### src/rtl/stopwatch_pkg.sv
// Shared constants for the stopwatch timekeeping datapath.
//   - field limits and widths for centiseconds, seconds and minutes
//   - default prescaler ratio (100 MHz clk to a 100 Hz tick)
//   - prescaler width helper
package stopwatch_pkg;

  localparam int unsigned CSEC_MAX = 99;
  localparam int unsigned SEC_MAX  = 59;
  localparam int unsigned MIN_MAX  = 59;

  localparam int unsigned CSEC_W = 7;
  localparam int unsigned SEC_W  = 6;
  localparam int unsigned MIN_W  = 6;

  localparam int unsigned TICK_DIV_DEFAULT = 1_000_000;

  // clog2 of the divide ratio, but never narrower than one bit.
  function automatic int unsigned presc_width(input int unsigned div);
    return (div > 1) ? $clog2(div) : 1;
  endfunction

endpackage

### src/rtl/stopwatch_if.sv
// Connection between the stopwatch mode controller / display mux and stopwatch_core.
//   i_run_on : level, 1 = count
//   i_clr_on : level, 1 = clear (overrides i_run_on)
//   o_csec   : centiseconds 0..99
//   o_sec    : seconds 0..59
//   o_min    : minutes 0..59
//   o_tick   : one-cycle pulse per centisecond increment
//   o_wrap   : one-cycle pulse on 59:59.99 -> 00:00.00
interface stopwatch_if;
  import stopwatch_pkg::*;

  logic              i_run_on;
  logic              i_clr_on;
  logic [CSEC_W-1:0] o_csec;
  logic [SEC_W-1:0]  o_sec;
  logic [MIN_W-1:0]  o_min;
  logic              o_tick;
  logic              o_wrap;

  modport master (
    output i_run_on, i_clr_on,
    input  o_csec, o_sec, o_min, o_tick, o_wrap
  );

  modport slave (
    input  i_run_on, i_clr_on,
    output o_csec, o_sec, o_min, o_tick, o_wrap
  );

endinterface

### src/rtl/stopwatch_tick_gen.sv
// Prescaler producing one tick_en per TICK_DIV enabled clk edges.
//   clk, reset : clock and asynchronous active-high reset
//   en         : advance the prescaler (already masked by clr)
//   clr        : zero the prescaler
//   tick_en    : high during the cycle whose edge completes a tick period
module stopwatch_tick_gen
  import stopwatch_pkg::*;
#(
  parameter int unsigned TICK_DIV = TICK_DIV_DEFAULT
) (
  input  logic clk,
  input  logic reset,
  input  logic en,
  input  logic clr,
  output logic tick_en
);

  localparam int unsigned PW = presc_width(TICK_DIV);
  localparam logic [PW-1:0] LAST = PW'(TICK_DIV - 1);

  logic [PW-1:0] presc_q;
  logic          at_last;

  assign at_last = (presc_q == LAST);
  assign tick_en = en & at_last;

  // Holding while !en keeps the partial tick across a pause.
  always_ff @(posedge clk or posedge reset) begin
    if (reset) begin
      presc_q <= '0;
    end else if (clr) begin
      presc_q <= '0;
    end else if (en) begin
      if (at_last) presc_q <= '0;
      else         presc_q <= presc_q + PW'(1);
    end
  end

endmodule

### src/rtl/stopwatch_core.sv
// Stopwatch timekeeping datapath: prescaler plus csec/sec/min cascade.
//   clk, reset : clock and asynchronous active-high reset
//   sw         : stopwatch_if.slave (run/clear levels in, registered time fields and pulses out)
module stopwatch_core
  import stopwatch_pkg::*;
#(
  parameter int unsigned TICK_DIV = TICK_DIV_DEFAULT
) (
  input logic       clk,
  input logic       reset,
  stopwatch_if.slave sw
);

  logic clr;
  logic en;
  logic tick_en;

  assign clr = sw.i_clr_on;
  assign en  = sw.i_run_on & ~sw.i_clr_on;

  stopwatch_tick_gen #(
    .TICK_DIV (TICK_DIV)
  ) u_tick_gen (
    .clk     (clk),
    .reset   (reset),
    .en      (en),
    .clr     (clr),
    .tick_en (tick_en)
  );

  logic [CSEC_W-1:0] csec_q, csec_d;
  logic [SEC_W-1:0]  sec_q,  sec_d;
  logic [MIN_W-1:0]  min_q,  min_d;
  logic              tick_q, tick_d;
  logic              wrap_q, wrap_d;

  logic csec_last, sec_last, min_last;

  assign csec_last = (csec_q == CSEC_W'(CSEC_MAX));
  assign sec_last  = (sec_q  == SEC_W'(SEC_MAX));
  assign min_last  = (min_q  == MIN_W'(MIN_MAX));

  // Whole cascade resolves in one step so all three fields change on the same edge.
  always_comb begin
    csec_d = csec_q;
    sec_d  = sec_q;
    min_d  = min_q;
    tick_d = 1'b0;
    wrap_d = 1'b0;
    if (clr) begin
      csec_d = '0;
      sec_d  = '0;
      min_d  = '0;
    end else if (tick_en) begin
      tick_d = 1'b1;
      if (csec_last) begin
        csec_d = '0;
        if (sec_last) begin
          sec_d = '0;
          if (min_last) begin
            min_d  = '0;
            wrap_d = 1'b1;
          end else begin
            min_d = min_q + MIN_W'(1);
          end
        end else begin
          sec_d = sec_q + SEC_W'(1);
        end
      end else begin
        csec_d = csec_q + CSEC_W'(1);
      end
    end
  end

  always_ff @(posedge clk or posedge reset) begin
    if (reset) begin
      csec_q <= '0;
      sec_q  <= '0;
      min_q  <= '0;
      tick_q <= 1'b0;
      wrap_q <= 1'b0;
    end else begin
      csec_q <= csec_d;
      sec_q  <= sec_d;
      min_q  <= min_d;
      tick_q <= tick_d;
      wrap_q <= wrap_d;
    end
  end

  assign sw.o_csec = csec_q;
  assign sw.o_sec  = sec_q;
  assign sw.o_min  = min_q;
  assign sw.o_tick = tick_q;
  assign sw.o_wrap = wrap_q;

endmodule

### src/flat_wrapper.sv
// flat-port wrapper written by rule: the top's interface ports become plain ports
module stopwatch_core_flat import stopwatch_pkg::*;
#(
  parameter int unsigned TICK_DIV = TICK_DIV_DEFAULT
)
  (clk, reset, sw_i_run_on, sw_i_clr_on, sw_o_csec, sw_o_sec, sw_o_min, sw_o_tick, sw_o_wrap);
  stopwatch_if sw_i ();
  input logic clk;
  input logic reset;
  input wire logic [$bits(sw_i.i_run_on)-1:0] sw_i_run_on;
  input wire logic [$bits(sw_i.i_clr_on)-1:0] sw_i_clr_on;
  output wire logic [$bits(sw_i.o_csec)-1:0] sw_o_csec;
  output wire logic [$bits(sw_i.o_sec)-1:0] sw_o_sec;
  output wire logic [$bits(sw_i.o_min)-1:0] sw_o_min;
  output wire logic [$bits(sw_i.o_tick)-1:0] sw_o_tick;
  output wire logic [$bits(sw_i.o_wrap)-1:0] sw_o_wrap;
  assign sw_i.i_run_on = sw_i_run_on;
  assign sw_i.i_clr_on = sw_i_clr_on;
  assign sw_o_csec = sw_i.o_csec;
  assign sw_o_sec = sw_i.o_sec;
  assign sw_o_min = sw_i.o_min;
  assign sw_o_tick = sw_i.o_tick;
  assign sw_o_wrap = sw_i.o_wrap;
  stopwatch_core #(.TICK_DIV(TICK_DIV)) u_core (.clk(clk), .reset(reset), .sw(sw_i));
endmodule
### config.mk
export PLATFORM = sky130hd
export DESIGN_NAME = stopwatch_core_flat
export DESIGN_NICKNAME = d
export VERILOG_FILES = /design/src/rtl/stopwatch_pkg.sv /design/src/rtl/stopwatch_if.sv /design/src/rtl/stopwatch_tick_gen.sv /design/src/rtl/stopwatch_core.sv /design/src/flat_wrapper.sv
export SDC_FILE = /design/constraint.sdc
export NUM_CORES = 1
export LEC_CHECK = 0
export CORE_ASPECT_RATIO = 1.75
export CORE_MARGIN = 2
export CORE_UTILIZATION = 34
export CTS_CLUSTER_SIZE = 8
export DETAILED_ROUTE_END_ITERATION = 6
export PLACE_DENSITY = 0.55
export SKIP_LAST_GASP = 1
export SLEW_MARGIN = 20
export SYNTH_ARGS = -nofsm -noshare
export SYNTH_HDL_FRONTEND = slang
export SYNTH_HIERARCHICAL = 1
export SYNTH_SLANG_ARGS = --single-unit
### constraint.sdc
create_clock -name clk -period 2.88 [get_ports clk]
set_input_delay 0.72 -clock clk [delete_from_list [all_inputs] [get_ports clk]]
set_output_delay 0.72 -clock clk [all_outputs]
set_load 0.05 [all_outputs]
==> flow_summary.toml <==
[outcome]
status = "finished clean"

[clock_network]
cts_max_path_buffers = 2
cts-resized-gates = 0
cts_tree = "yes"
cts-root-buf = "clkbuf_16"
cts_sinks = 41
cts-htree-levels = 2
cts-hold-fix-buffers = 0
clk_pin_slew_ns = 0.06
clock_latency_ns = 0.28
post-cts-setup-buffers = 0
cts_buffers = 5

[worst_setup_path]
path_buf_inv = 0
cp.arrival_ns = 2.70
worstPathRequired_ns = 3.09
r2r_cells = 8
critPathMaxFanout = 7
path_cells = "nand3_2, nor4b_2, and4_1, and2_2, and3b_1, a21oi_1, or4_1, a21oi_1"
max_stage_delay_ns = 0.52
critPathTopFamily = "simple AND/OR/NAND/NOR gates"
crit_start = "u_core/u_tick_gen/presc_q[17]"
critPathKind = "reg -> reg"
r2r_start = "u_core/u_tick_gen/presc_q[17]"
r2r_slack_ns = 0.38
crit_path_start_kind = "register"
regToRegEndpoint = "u_core/sw.o_sec[5]"
crit_end = "u_core/sw.o_sec[5]"
cp_num_cells = 8
crit_top_cell = "a21oi_1"
cp_slowest_cell = "or4_1"
end_kind = "register"

[die]
core_area_um2 = 6490
ioPinCount = 25
die_w_um = 65.6
num_rows = 39
die_h_um = 112
die_area_um2 = 7340
initial_core_util = 0.348

[synth]
synth_area_per_cell_um2 = 9.42
ys.warnings.count = 6
ys_types = 54
netlist_area_um2 = 2260
synth-seq-cells = 41
synth_top_area_frac = 0.454
yosys.area.top_type = "dfrtp_1"
ys.flop_type = "dfrtp_1"
ys_seq_area_frac = 0.454
synth.area.top_cells = "dfrtp_1 45%, nor2_1 4.3%, xor2_1 3.5%"
async_flop_share = 1.00
syn_inst = 240
synth.net_count = 248
synth_edf_count = 0

[grt]
grt_pass1_vias = 1899
gr-total-overflow = 0
grt_pass1_wl_mm = 9.14
grt_usage = 0.160
antenna_found_initial = 0
met1_usage = 0.176
use_met3 = 0.0263
top_usage_layer = "met2"
grt_max_degree = 27
met2_usage = 0.293

[hold_path]
hold_path_class = "reg -> reg"

[routing]
avgViaCountPerCell = 5.36
routed_wl_mm = 5.19
drtAntennaViolNets = 0
drc = 0
wire_per_inst_um = 14.7
first_pass_iters = 4
vias = 1891
initialDrtViolationCount = 121

[finish]
layout_common_cells = "41 x dfrtp_1, 26 x nor2_1, 24 x clkdlybuf4s50_1, 20 x nand2_1, 13 x nand3_1"
antennaDiodeCount = 0
num-nets-final = 278
drive_gt1_frac = 0.0996
fill_cells = 645
syn_to_final_growth_pct = 24.2
stdcell_area_um2 = 2810
mostFrequentLayoutCell = "dfrtp_1"

[timing]
period_minus_slack_ns = 2.50
layout_setup_ws_ns = 0.382
final.period_utilization = 0.867
skew_ns = 0.00698
worst_slew_pin_slew_ns = 0.791
finalMaxSlewViolations = 0
relSlewSlack = 0.472
setup-violations-final = 0
tns_ns = 0
fmax_mhz = 400
rsz0062_at_grt = "no"
final-hold-violation-count = 0

[placement]
dp_slack_ns = 0.240
postPlaceCellArea_um2 = 2620
finalWeightedCongestion = 0.789
numPortBuffers = 24
dpl.hpwl_mm = 3.91

[job]
maxCapViolations = 0

[pwr]
power_leakage_uw = 0.00112
powerDensity_nw_per_um2 = 486
vdd_drop_max_v = 0.000214
## report_power, final
group          leakage (µW)  switching, µW  internal (µW)
combinational      0.000459           38.2           15.4
clock             0.0000944            230            499
sequential         0.000572           3.61            579
total               0.00112            272           1090
## worst min path at each step
| stage | cells past startpoint | from | slack (ns) | end |
|---|---|---|---|---|
| CTS | 1 | u_core/u_tick_gen/presc_q[0] | 0.53 | u_core/u_tick_gen/presc_q[0] |
| finish | 1 | u_core/u_tick_gen/presc_q[0] | 0.53 | u_core/u_tick_gen/presc_q[0] |
| global route | 1 | u_core/u_tick_gen/presc_q[1] | 0.57 | u_core/u_tick_gen/presc_q[1] |
| detailed placement | 1 | u_core/u_tick_gen/presc_q[1] | 0.52 | u_core/u_tick_gen/presc_q[1] |
| global placement | 1 | u_core/u_tick_gen/presc_q[1] | 0.52 | u_core/u_tick_gen/presc_q[1] |
| floorplan | 1 | u_core/u_tick_gen/presc_q[0] | 0.48 | u_core/u_tick_gen/presc_q[0] |
## area by class of cell
type / count / area (µm²) / area share
clock buffers: 5 / 125 / 0.0445
clock inverters: 3 / 68.8 / 0.0245
inverters: 6 / 22.5 / 0.00802
multi-input cells: 184 / 1160 / 0.414
flip-flops and latches: 41 / 1030 / 0.365
well taps: 82 / 103 / 0.0365
repair buffers: 32 / 300 / 0.107
## cells by family after synthesis
group	after synthesis	share of synthesized area
flops	41	0.454
compound gates	40	0.115
buf+inv	15	0.0315
mux	2	0.00885
fa+ha+maj	4	0.0221
simple gates	121	0.303
xor+xnor	17	0.0659
## cells in the mapped netlist, types with 2 or more instances
cell and number:
ha_1 4, xnor2_1 8, buf_2 2, inv_1 5, a31oi_1 3, nor2b_1 4, or3_1 4, and3_1 7
o21ai_0 11, xor2_1 9, nor2_1 26, mux2i_1 2, nand2_1 20, and4_1 6, clkbuf_1 4, nand2b_1 4
dfrtp_1 41, o32ai_1 2, nor3_1 4, or4_1 3, nand3b_1 3, nand3_1 13, nor2_2 2, nand4_1 11
nor4b_1 3, a21oi_1 10, a211oi_1 2
## per-stage QoR
step | cells | power (µW) | hold slack (ns) | utilization
floorplan | 240 | 627 | 0.478 | -
global placement | 345 | 649 | 0.518 | 0.403
detailed placement | 345 | 649 | 0.521 | 0.403
CTS | 353 | 1390 | 0.532 | 0.433
global route | 353 | 1420 | 0.572 | 0.433
finish | 353 | 1370 | 0.528 | 0.433
## sequential cells by signal (all words and copies together), names as in the netlist
register                   flops
u_core/u_tick_gen/presc_q     20
u_core/sw.o_csec               7
u_core/sw.o_min                6
u_core/sw.o_sec                6
u_core/sw.o_tick               1
u_core/sw.o_wrap               1
## per-layer routing
metal,vias up,part of all wire
li1,935,-
met1,913,0.38
met2,32,0.58
met3,11,0.024
met4,0,0.022
met5,-,0
Note: power is estimated with default switching activity, not from simulation.
